`src/rtl/spi_burst_fsm.sv`:
```
// SPI slave transaction controller: header/data bit counting, read/write sequencing
// and optional auto-incrementing multi-word bursts under a single chip-select.
module spi_burst_fsm #(
  parameter int unsigned ADDR_BITS = 7,
  parameter int unsigned DATA_BITS = 8,
  parameter int unsigned BURST_EN  = 1,
  parameter int unsigned MAX_BURST = 16
) (
  input  logic                         clk,
  input  logic                         rst_n,
  input  logic                         cs_pin,
  input  logic                         sclk_rise,
  input  logic                         rw,
  output logic                         shift_wren,
  output logic                         reset_counter,
  output logic                         addr_wren,
  output logic                         dm_wren,
  output logic                         miso_en,
  output logic                         addr_inc,
  output logic                         busy,
  output logic [$clog2(MAX_BURST)-1:0] burst_cnt
);

  localparam int unsigned BURST_W = $clog2(MAX_BURST);
  localparam int unsigned CNT_W   = $clog2(ADDR_BITS + DATA_BITS + 1);

  typedef enum logic [3:0] {
    S_GET    = 4'd0,
    S_GOT    = 4'd1,
    S_READ1  = 4'd2,
    S_READ2  = 4'd3,
    S_WRITE1 = 4'd4,
    S_WRITE2 = 4'd5,
    S_INC    = 4'd6,
    S_DONE   = 4'd7
  } state_t;

  state_t               state_q, state_d;
  logic [CNT_W-1:0]     bit_cnt_q, bit_cnt_d;
  logic [BURST_W-1:0]   burst_cnt_q, burst_cnt_d;
  logic                 rw_q, rw_d;
  logic                 more_words;
  logic                 hdr_last;
  logic                 data_last;

  assign more_words = (BURST_EN != 0) && (burst_cnt_q < BURST_W'(MAX_BURST - 1));
  assign hdr_last   = sclk_rise && (bit_cnt_q == CNT_W'(ADDR_BITS));
  assign data_last  = sclk_rise && (bit_cnt_q == CNT_W'(DATA_BITS - 1));

  // Next-state logic; rises in one-cycle states count toward the following field.
  always_comb begin
    state_d     = state_q;
    bit_cnt_d   = bit_cnt_q;
    burst_cnt_d = burst_cnt_q;
    rw_d        = rw_q;
    if (sclk_rise) begin
      bit_cnt_d = bit_cnt_q + CNT_W'(1);
    end
    if (cs_pin) begin
      state_d     = S_GET;
      bit_cnt_d   = '0;
      burst_cnt_d = '0;
    end else begin
      case (state_q)
        S_GET: begin
          if (hdr_last) begin
            state_d   = S_GOT;
            bit_cnt_d = '0;
          end
        end
        S_GOT: begin
          rw_d    = rw;
          state_d = rw ? S_READ1 : S_WRITE1;
        end
        S_READ1: state_d = S_READ2;
        S_READ2: begin
          if (data_last) begin
            state_d   = more_words ? S_INC : S_DONE;
            bit_cnt_d = '0;
          end
        end
        S_WRITE1: begin
          if (data_last) begin
            state_d   = S_WRITE2;
            bit_cnt_d = '0;
          end
        end
        S_WRITE2: state_d = more_words ? S_INC : S_DONE;
        S_INC: begin
          if (burst_cnt_q != BURST_W'(MAX_BURST - 1)) begin
            burst_cnt_d = burst_cnt_q + BURST_W'(1);
          end
          state_d = rw_q ? S_READ1 : S_WRITE1;
        end
        S_DONE: bit_cnt_d = bit_cnt_q;
        default: begin
          state_d     = S_GET;
          bit_cnt_d   = '0;
          burst_cnt_d = '0;
        end
      endcase
    end
  end

  always_ff @(posedge clk or negedge rst_n) begin
    if (!rst_n) begin
      state_q     <= S_GET;
      bit_cnt_q   <= '0;
      burst_cnt_q <= '0;
      rw_q        <= 1'b0;
    end else begin
      state_q     <= state_d;
      bit_cnt_q   <= bit_cnt_d;
      burst_cnt_q <= burst_cnt_d;
      rw_q        <= rw_d;
    end
  end

  // Moore decode; reset_counter in GET follows the live chip select.
  always_comb begin
    shift_wren    = 1'b0;
    reset_counter = 1'b0;
    addr_wren     = 1'b0;
    dm_wren       = 1'b0;
    miso_en       = 1'b0;
    addr_inc      = 1'b0;
    case (state_q)
      S_GET:    reset_counter = cs_pin;
      S_GOT:    addr_wren     = 1'b1;
      S_READ1:  shift_wren    = 1'b1;
      S_READ2:  miso_en       = 1'b1;
      S_WRITE2: dm_wren       = 1'b1;
      S_INC:    addr_inc      = 1'b1;
      default:  ;
    endcase
  end

  assign busy      = (state_q != S_GET);
  assign burst_cnt = burst_cnt_q;

endmodule

```
`config.mk`:
```
export PLATFORM = sky130hd
export DESIGN_NAME = spi_burst_fsm
export DESIGN_NICKNAME = d
export VERILOG_FILES = /design/src/rtl/spi_burst_fsm.sv
export SDC_FILE = /design/constraint.sdc
export NUM_CORES = 1
export LEC_CHECK = 0
export CAP_MARGIN = 20
export CORE_MARGIN = 2
export CORE_UTILIZATION = 45
export CTS_CLUSTER_DIAMETER = 50
export DETAILED_ROUTE_END_ITERATION = 7
export PLACE_DENSITY = 0.76
export SLEW_MARGIN = 20
export SYNTH_ARGS = -nofsm -noshare
export SYNTH_HDL_FRONTEND = slang
export SYNTH_SLANG_ARGS = --single-unit
```
`constraint.sdc`:
```
create_clock -name clk -period 3.87 [get_ports clk]
set_input_delay 0.774 -clock clk [delete_from_list [all_inputs] [get_ports clk]]
set_output_delay 0.774 -clock clk [all_outputs]
set_load 0.02 [all_outputs]
```
* Word-level counts from Yosys, hierarchy flattened *
Cells that the tools add are included.

storage, ports and cells
  register bits = 13
  bits of input ports = 5
  output and inout port bits = 11
  word-level logic and storage cells = 53

operators by class
  $add $sub $neg = 2
  $lt $le $gt $ge = 1
  equality and inequality tests = 15
  mux-type cells = 21
  bitwise logic cells = 1
  reduce and logical (&&, ||, !) cells = 9

operator list
  cell                                                                     count
  4-bit 2-to-1 mux                                                         9
  4-bit one-hot mux with 8 select lines                                    1
  4-bit by 3-bit == test with 1-bit output, second input constant          5
  3-bit inequality test, second input constant                             4
  4-bit one-hot mux with 3 select lines                                    1
  4-bit by 1-bit adder with 4-bit output, second input constant            2
  4-bit by 2-bit == test with 1-bit output, second input constant          2
  4-bit one-hot mux with 2 select lines                                    1
  1-bit 2-to-1 mux                                                         7
  7-bit OR reduction                                                       1
  3-bit 2-to-1 mux                                                         2
  4-bit by 1-bit == test with 1-bit output, second input constant          1
  4-bit zero test                                                          1
  4-bit < comparator, second input constant                                1
  4-bit inequality test, second input constant                             1
  2-bit AND reduction                                                      2
  4-bit AND reduction                                                      1
  4-bit nonzero test                                                       1
  4-bit OR reduction                                                       1
  3-bit OR reduction                                                       1
  2-bit by 1-bit inequality test with 1-bit output, second input constant  1
  2-bit inequality test, second input constant                             1
  1-bit logical AND                                                        1
  1-bit inverter                                                           1

* Longest topological paths before layout *
Gate-level depths: netlist of run 1.

  word-level depth = 5
  mapped depth = 5
  depth with buffers taken out = 4

* Worst setup path after synthesis of run 1 *
Ideal clock, no wire load.

  kind = register to output
  start point = reg state_q[1]
  end point = out reset_counter
  arrival = 1.191 ns
  required time = 3.096 ns
  slack = 1.905 ns
  stages on the path, launching flop included = 5
  path buffers = 1
  path through = dfrtp_1 > buf_6 > nor2_1 > nand2_1 > nor2_1

between the ends
  longest elaborated chain between the ends = 2

ends and longest elaborated chain
  what                      line  source
  start: declaration        38    state_t state_q, state_d;
  start signal: assignment  112   state_q <= state_d;
  4-bit zero test           127   case (state_q)
  1-bit 2-to-1 mux          127
  end: declaration          15    output logic reset_counter,

No other way between the ends.

* Worst setup path in the final report of run 1 *
  start point = in cs_pin
  end point = out reset_counter

between the ends
  longest elaborated chain between the ends = 1

ends and longest elaborated chain
  what                line  source
  start: declaration  11    input logic cs_pin,
  1-bit 2-to-1 mux    127

No other way between the ends.

==> results of run 1 <==
==> flip-flops by register name, summed over array words and instances, names as in the netlist <==
name and cells:
burst_cnt 4, state_q 3, bit_cnt_q 4, rw_q 1
==> worst max-delay path, delay by kind of cell <==
family        cells  cell delay [ns]
buf+inv           3             1.18
simple gates      1             0.13
==> Yosys cell counts <==
library cell / n / area share (%)
sky130_fd_sc_hd__a2111oi_2: 1 / 2.0
sky130_fd_sc_hd__a21oi_1: 6 / 4.0
sky130_fd_sc_hd__a32o_1: 1 / 1.3
sky130_fd_sc_hd__a41oi_1: 1 / 1.2
sky130_fd_sc_hd__and2_1: 2 / 1.6
sky130_fd_sc_hd__and3_1: 2 / 1.6
sky130_fd_sc_hd__and4b_1: 1 / 1.3
sky130_fd_sc_hd__buf_4: 1 / 0.99
sky130_fd_sc_hd__buf_6: 2 / 3.0
sky130_fd_sc_hd__clkbuf_1: 1 / 0.49
sky130_fd_sc_hd__dfrtp_1: 12 / 40
sky130_fd_sc_hd__ha_1: 2 / 3.3
sky130_fd_sc_hd__inv_1: 4 / 2.0
sky130_fd_sc_hd__mux2_1: 1 / 1.5
sky130_fd_sc_hd__nand2_1: 6 / 3.0
sky130_fd_sc_hd__nand2b_1: 1 / 0.82
sky130_fd_sc_hd__nand3_1: 2 / 1.3
sky130_fd_sc_hd__nand3b_1: 1 / 0.99
sky130_fd_sc_hd__nand3b_4: 1 / 2.6
sky130_fd_sc_hd__nand4_1: 1 / 0.82
sky130_fd_sc_hd__nand4b_1: 1 / 1.2
sky130_fd_sc_hd__nor2_1: 6 / 3.0
sky130_fd_sc_hd__nor2b_1: 1 / 0.82
sky130_fd_sc_hd__nor3_1: 4 / 2.6
sky130_fd_sc_hd__nor3b_1: 1 / 0.99
sky130_fd_sc_hd__o211ai_1: 2 / 2.0
sky130_fd_sc_hd__o21ai_0: 4 / 2.6
sky130_fd_sc_hd__o22ai_1: 1 / 0.82
sky130_fd_sc_hd__o311ai_0: 1 / 1.2
sky130_fd_sc_hd__o32ai_1: 1 / 1.2
sky130_fd_sc_hd__o41ai_1: 2 / 2.3
sky130_fd_sc_hd__or2_2: 3 / 2.5
sky130_fd_sc_hd__or2b_1: 1 / 0.99
sky130_fd_sc_hd__or3_1: 3 / 2.5
sky130_fd_sc_hd__xor2_2: 1 / 2.1
==> per-layer routing <==
metal | vias up | part of all wire, % | GRT usage (%)
li1 | 329 | - | -
met1 | 316 | 47 | 25.8
met2 | 25 | 46 | 27.7
met3 | 2 | 5.6 | 2.80
met4 | 0 | 0.89 | 10.6
met5 | - | 0 | 0
==> area by class of cell <==
cell class / instances / area (um2)
tap: 16 / 20.0
sequential: 12 / 300
clock buffer: 3 / 22.5
timing repair buffer: 16 / 158
inverter: 4 / 15.0
multi-input combinational: 61 / 410
fill: 138 / 616
==> power by group through the flow <==
stage / clock (mW) / sequential (mW) / combinational, mW
5_1_grt: 0.0851 / 0.131 / 0.0230
4_1_cts: 0.0791 / 0.130 / 0.0209
6_report: 0.0746 / 0.130 / 0.0207
3_3_place_gp: 0 / 0.132 / 0.0205
2_1_floorplan: 0 / 0.132 / 0.00984
3_5_place_dp: 0 / 0.133 / 0.0208
==> stage by stage <==
stage | instances | cell area, um2 | utilization [%]
2_1_floorplan | 81 | 759 | -
3_3_place_gp | 109 | 903 | 58.6
3_5_place_dp | 109 | 903 | 58.6
4_1_cts | 112 | 926 | 60.1
5_1_grt | 112 | 926 | 60.1
6_report | 112 | 926 | 60.1
==> logic make-up (layout without fill, tap and decap cells) <==
| group | Yosys count | in the layout | synth area share, % |
|---|---|---|---|
| multiplexers | 1 | 1 | 1.48 |
| buffers and inverters | 8 | 23 | 6.42 |
| AND/OR/NAND/NOR | 37 | 37 | 28.7 |
| XOR/XNOR | 1 | 1 | 2.14 |
| adder cells (fa/ha/maj) | 2 | 2 | 3.29 |
| AO/OA/AOI/OAI | 20 | 20 | 18.5 |
| flip-flops | 12 | 12 | 39.5 |
==> path summary, 6_finish.rpt <==
| kind | start | to | slack, ns | depth (start not counted) |
|---|---|---|---|---|
| worst max-delay path | cs_pin | reset_counter | 1.00 | 4 |
| worst min-delay path | rw_q | rw_q | 0.52 | 1 |
| worst max register to register | burst_cnt[0] | state_q[0] | 2.22 | 4 |
| worst min register to register | rw_q | rw_q | 0.52 | 1 |
| max in group asynchronous | rst_n | bit_cnt_q[2] | 2.63 | 1 |
| min in group asynchronous | rst_n | burst_cnt[2] | 0.87 | 1 |
==> impl_metrics.prom, run 1 <==
# TYPE chip_impl_metric gauge
chip_impl_metric{name="coreArea",unit="mm2"} 0.00154
chip_impl_metric{name="yosys.cell_types.count",unit=""} 35
chip_impl_metric{name="synth_warnings",unit=""} 0
chip_impl_metric{name="initial_core_util",unit="%"} 49.3
chip_impl_metric{name="critPathMaxStageDelay",unit="ns"} 0.60
chip_impl_metric{name="ioPinCount",unit=""} 16
chip_impl_info{name="timing.critical_path.to_type",value="output port"} 1
chip_impl_info{name="worst_path_max_delay_cell",value="sky130_fd_sc_hd__clkdlybuf4s50_1"} 1
chip_impl_metric{name="io_buffer_count",unit=""} 15
chip_impl_metric{name="die_width",unit="um"} 45.1
chip_impl_metric{name="irDropWorstVdd",unit="uV"} 151
chip_impl_metric{name="power_density",unit="mW/mm2"} 244
chip_impl_metric{name="holdWs",unit="ns"} 0.517
chip_impl_info{name="root_buffer",value="sky130_fd_sc_hd__clkbuf_4"} 1
chip_impl_info{name="path_class",value="input pin to output port"} 1
chip_impl_info{name="crit_path_cell_trace",value="clkdlybuf4s50_1 > inv_1 > nor2_1 > clkdlybuf4s50_1"} 1
chip_impl_metric{name="synth_register_bits",unit=""} 12
chip_impl_metric{name="postRouteWirelength",unit="um"} 1580
chip_impl_metric{name="synth.net_count",unit=""} 88
chip_impl_metric{name="rows",unit=""} 14
chip_impl_metric{name="drc",unit=""} 0
chip_impl_metric{name="maximum_count_of_clock_buffers_along_a_single_path",unit=""} 2
chip_impl_metric{name="grt_pass1_wl",unit="um"} 2730
chip_impl_metric{name="cts-htree-levels",unit=""} 1
chip_impl_metric{name="timing.final.max_slew_violations",unit=""} 0
chip_impl_info{name="cts_tree",value="done"} 1
chip_impl_metric{name="area_grow_syn2layout",unit="%"} 21.9
chip_impl_metric{name="comb_power_share",unit="%"} 9.2
chip_impl_metric{name="synth_cells",unit=""} 81
chip_impl_metric{name="crit_arrival",unit="ns"} 2.09
chip_impl_metric{name="finalPower",unit="uW"} 226
chip_impl_metric{name="final_hold_viol_count",unit=""} 0
chip_impl_metric{name="vias_per_cell",unit=""} 6.00
chip_impl_metric{name="tightestPinTransition",unit="ns"} 0.559
chip_impl_metric{name="fmax",unit="MHz"} 349
chip_impl_info{name="worst_hold_path_type",value="flop to flop"} 1
chip_impl_metric{name="cp.required",unit="ns"} 3.10
chip_impl_info{name="result_of_the_run",value="complete, no violations"} 1
chip_impl_metric{name="worst_skew_pair.late_latency",unit="ns"} 0.26
chip_impl_metric{name="overflow",unit=""} 0
chip_impl_metric{name="fraction_of_final_layout_cells_with_drive_strength_greater_than_1",unit="%"} 10.4
chip_impl_metric{name="dp_worst_setup_slack",unit="ns"} 1.01
chip_impl_metric{name="maximum_number_of_pins_on_one_net_before_global_route_repair",unit=""} 14
chip_impl_metric{name="final_net_count",unit=""} 105
chip_impl_metric{name="number_of_antenna_violations_at_the_first_check_in_global_routing",unit=""} 0
chip_impl_metric{name="power.static_leakage",unit="nW"} 0.428
chip_impl_metric{name="place.gp.congestion",unit=""} 0.762
chip_impl_metric{name="wire_per_inst",unit="um"} 14.1
chip_impl_metric{name="power.net_switching",unit="uW"} 51.7
chip_impl_metric{name="postLayoutSetupSlackWorst",unit="ns"} 1.00
chip_impl_metric{name="share_of_synthesized_area_occupied_by_flip_flops_and_latches",unit="%"} 39.5
chip_impl_metric{name="first_global_vias",unit=""} 628
chip_impl_metric{name="fin_tns_setup",unit="ns"} 0
chip_impl_metric{name="drv.max_cap_violation_count",unit=""} 0
chip_impl_metric{name="cts_setup_buffers",unit=""} 0
chip_impl_metric{name="worstPathMaxFanout",unit=""} 7
chip_impl_info{name="start_kind",value="input pin"} 1
chip_impl_metric{name="hold_buffers",unit=""} 0
chip_impl_metric{name="maxSlewHeadroom",unit="%"} 62.6
chip_impl_metric{name="final_antenna_violating_net_count",unit=""} 0
chip_impl_metric{name="number_of_buffers_created_by_cts",unit=""} 3
chip_impl_metric{name="period_share",unit="%"} 74.0
chip_impl_metric{name="drtIter0Drc",unit=""} 26
chip_impl_info{name="final_common_cell",value="sky130_fd_sc_hd__clkdlybuf4s50_1"} 1
chip_impl_metric{name="syn_avg_cell_area",unit="um2"} 9.38
chip_impl_metric{name="p_clk_share",unit="%"} 33.1
chip_impl_metric{name="p_int",unit="uW"} 174
chip_impl_metric{name="post-dp-hpwl",unit="um"} 1130
chip_impl_metric{name="clkSinkCount",unit=""} 12
chip_impl_metric{name="vias",unit=""} 672
chip_impl_metric{name="detailedRoute.firstPassIterationCount",unit=""} 4
chip_impl_metric{name="power_switching_share",unit="%"} 22.9
chip_impl_metric{name="die_span_in_y",unit="um"} 45.1
chip_impl_metric{name="seqPwrFrac",unit="%"} 57.7
chip_impl_info{name="layout.cells.most_common_list",value="15 x sky130_fd_sc_hd__clkdlybuf4s50_1, 12 x sky130_fd_sc_hd__dfrtp_1, 6 x sky130_fd_sc_hd__nand2_1, 6 x sky130_fd_sc_hd__nor2_1, 6 x sky130_fd_sc_hd__a21oi_1"} 1
chip_impl_metric{name="dieArea",unit="mm2"} 0.00203
chip_impl_metric{name="global_route.usage.total",unit="%"} 18.7
chip_impl_metric{name="cts_repair_resize_count",unit=""} 0
chip_impl_info{name="grt_setup_unrepaired",value="no"} 1
chip_impl_metric{name="diodes_inserted",unit=""} 0
chip_impl_metric{name="setup_viol_count_final",unit=""} 0
chip_impl_metric{name="timing.clock.skew",unit="ns"} 0.00384
chip_impl_metric{name="syn-cell-area",unit="um2"} 759
chip_impl_metric{name="min_period",unit="ns"} 2.87
chip_impl_metric{name="clkSlewWorstSetupHoldPaths",unit="ns"} 0.07
chip_impl_info{name="cp_common_cell",value="sky130_fd_sc_hd__clkdlybuf4s50_1"} 1
No activity file was read; power rests on OpenSTA's default activity.
==> inputs of run 2 (changes only) <==
- CORE_UTILIZATION: 45 -> 44
- PLACE_DENSITY: 0.76 -> 0.77
- clock period: 3.87 -> 2.3 ns (I/O delays scaled with it)
==> impl_metrics.prom, run 2 (synthesis results as in run 1) <==
# TYPE chip_impl_metric gauge
chip_impl_info{name="result_of_the_run",value="complete, no violations"} 1
chip_impl_metric{name="tightestPinTransition",unit="ns"} 0.589
chip_impl_metric{name="grt_pass1_wl",unit="um"} 2680
chip_impl_metric{name="rows",unit=""} 15
chip_impl_metric{name="min_path_cells",unit=""} 1
chip_impl_metric{name="final_antenna_violating_net_count",unit=""} 0
chip_impl_metric{name="clkSinkCount",unit=""} 12
chip_impl_metric{name="vias_per_cell",unit=""} 6.03
chip_impl_info{name="layout.cells.most_common_list",value="13 x sky130_fd_sc_hd__clkdlybuf4s50_1, 9 x sky130_fd_sc_hd__dfrtp_1, 6 x sky130_fd_sc_hd__nand2_1, 6 x sky130_fd_sc_hd__nor2_1, 6 x sky130_fd_sc_hd__a21oi_1"} 1
chip_impl_metric{name="period_share",unit="%"} 97.2
chip_impl_metric{name="place.gp.congestion",unit=""} 0.801
chip_impl_metric{name="worstPathMaxFanout",unit=""} 12
chip_impl_metric{name="detailedRoute.firstPassIterationCount",unit=""} 4
chip_impl_metric{name="crit_arrival",unit="ns"} 1.77
chip_impl_metric{name="vias",unit=""} 700
chip_impl_info{name="root_buffer",value="sky130_fd_sc_hd__clkbuf_4"} 1
chip_impl_metric{name="maxSlewHeadroom",unit="%"} 60.6
chip_impl_metric{name="fin_tns_setup",unit="ns"} 0
chip_impl_metric{name="drtIter0Drc",unit=""} 18
chip_impl_metric{name="timing.final.max_slew_violations",unit=""} 0
chip_impl_metric{name="die_width",unit="um"} 45.5
chip_impl_metric{name="number_of_buffers_created_by_cts",unit=""} 3
chip_impl_metric{name="power.net_switching",unit="uW"} 103
chip_impl_metric{name="cts_repair_resize_count",unit=""} 2
chip_impl_metric{name="coreArea",unit="mm2"} 0.00167
chip_impl_metric{name="hold_buffers",unit=""} 0
chip_impl_info{name="cts_tree",value="done"} 1
chip_impl_info{name="worstReg2RegEnd",value="state_q[0]"} 1
chip_impl_metric{name="place.detailed.instances",unit=""} 112
chip_impl_metric{name="maximum_count_of_clock_buffers_along_a_single_path",unit=""} 2
chip_impl_metric{name="seqPwrFrac",unit="%"} 50.6
chip_impl_info{name="timing.critical_path.to_type",value="output port"} 1
chip_impl_metric{name="power.static_leakage",unit="nW"} 0.478
chip_impl_metric{name="p_int",unit="uW"} 330
chip_impl_metric{name="ioPinCount",unit=""} 16
chip_impl_metric{name="die_span_in_y",unit="um"} 45.5
chip_impl_metric{name="initial_core_util",unit="%"} 45.5
chip_impl_metric{name="power_density",unit="mW/mm2"} 449
chip_impl_metric{name="worst-r2r-cell-count",unit=""} 4
chip_impl_metric{name="fmax",unit="MHz"} 448
chip_impl_info{name="start_kind",value="flop"} 1
chip_impl_metric{name="final_hold_viol_count",unit=""} 0
chip_impl_metric{name="drc",unit=""} 0
chip_impl_metric{name="min_period",unit="ns"} 2.23
chip_impl_metric{name="number_of_antenna_violations_at_the_first_check_in_global_routing",unit=""} 0
chip_impl_info{name="timing.hold.worst.start",value="rw_q"} 1
chip_impl_info{name="worst_hold_path_type",value="flop to flop"} 1
chip_impl_metric{name="clkSlewWorstSetupHoldPaths",unit="ns"} 0.09
chip_impl_metric{name="maximum_number_of_pins_on_one_net_before_global_route_repair",unit=""} 13
chip_impl_metric{name="final_net_count",unit=""} 107
chip_impl_metric{name="postRouteWirelength",unit="um"} 1650
chip_impl_metric{name="irDropWorstVdd",unit="uV"} 204
chip_impl_metric{name="post-dp-hpwl",unit="um"} 1120
chip_impl_metric{name="fraction_of_final_layout_cells_with_drive_strength_greater_than_1",unit="%"} 16.2
chip_impl_metric{name="holdWs",unit="ns"} 0.522
chip_impl_info{name="holdPathEnd",value="rw_q"} 1
chip_impl_info{name="worst_setup_startpoint",value="state_q[2]"} 1
chip_impl_metric{name="final_non_filler_cells",unit=""} 116
chip_impl_metric{name="dieArea",unit="mm2"} 0.00207
chip_impl_metric{name="io_buffer_count",unit=""} 15
chip_impl_metric{name="cp.required",unit="ns"} 1.84
chip_impl_info{name="worstReg2RegStart",value="burst_cnt[0]"} 1
chip_impl_info{name="path_class",value="flop to output port"} 1
chip_impl_info{name="final_common_cell",value="sky130_fd_sc_hd__clkdlybuf4s50_1"} 1
chip_impl_metric{name="cts-htree-levels",unit=""} 1
chip_impl_metric{name="drv.max_cap_violation_count",unit=""} 0
chip_impl_metric{name="power_switching_share",unit="%"} 23.9
chip_impl_info{name="grt_setup_unrepaired",value="no"} 1
chip_impl_metric{name="overflow",unit=""} 0
chip_impl_metric{name="worst_skew_pair.late_latency",unit="ns"} 0.28
chip_impl_metric{name="wire_per_inst",unit="um"} 14.2
chip_impl_metric{name="comb_power_share",unit="%"} 8.7
chip_impl_metric{name="p_clk_share",unit="%"} 40.7
chip_impl_metric{name="setup.reg_to_reg.worst_slack",unit="ns"} 0.69
chip_impl_metric{name="area_grow_syn2layout",unit="%"} 27.0
chip_impl_metric{name="diodes_inserted",unit=""} 0
chip_impl_metric{name="cts_setup_buffers",unit=""} 0
chip_impl_metric{name="setup_viol_count_final",unit=""} 0
chip_impl_metric{name="global_route.usage.total",unit="%"} 18.3
chip_impl_metric{name="timing.clock.skew",unit="ns"} 0.00415
chip_impl_metric{name="first_global_vias",unit=""} 585
## run 2: power by group through the flow
stage                     clock network [mW]  registers, mW  logic [mW]
after floorplan                            0          0.222      0.0166
final                                  0.176          0.219      0.0376
after global placement                     0          0.223      0.0365
after detailed placement                   0          0.223      0.0374
after CTS                              0.178          0.219      0.0377
after global routing                   0.189          0.220      0.0412
## run 2: layout make-up
type	instances	area [um2]
inverters	4	15.0
repair buffers	18	178
multi-input cells	61	410
clock buffers	4	36.3
flip-flops and latches	12	304
well taps	17	21.3
fillers	143	706
## run 2: per-stage QoR
| step | utilization (%) | setup slack (ns) | cell area [um2] | total power [mW] |
|---|---|---|---|---|
| after floorplan | - | 0.558 | 759 | 0.239 |
| after global placement | 55.1 | 0.140 | 920 | 0.259 |
| after detailed placement | 55.1 | 0.140 | 920 | 0.261 |
| after CTS | 57.4 | 0.0504 | 958 | 0.434 |
| after global routing | 57.8 | 0.00371 | 965 | 0.450 |
| final | 57.8 | 0.0655 | 965 | 0.433 |
## run 2: worst max-delay path: stages (launching register included)
cell and delay, ns:
sky130_fd_sc_hd__dfrtp_2 0.50, sky130_fd_sc_hd__or2b_1 0.29, sky130_fd_sc_hd__nor2_1 0.09, sky130_fd_sc_hd__clkdlybuf4s50_1 0.60
## run 2: layer usage
layer	track usage [%]	wire length [um]
met2	26.5	748
met3	3.57	80
met5	0	0
met1	25.9	795
met4	8.82	22
## run 2: worst max path at each step
stage | to | slack, ns | cells after the start
floorplan | rw_q | 0.56 | 4
global placement | reset_counter | 0.14 | 4
detailed placement | reset_counter | 0.14 | 4
CTS | miso_en | 0.05 | 3
global route | shift_wren | 0.004 | 3
finish | shift_wren | 0.07 | 3
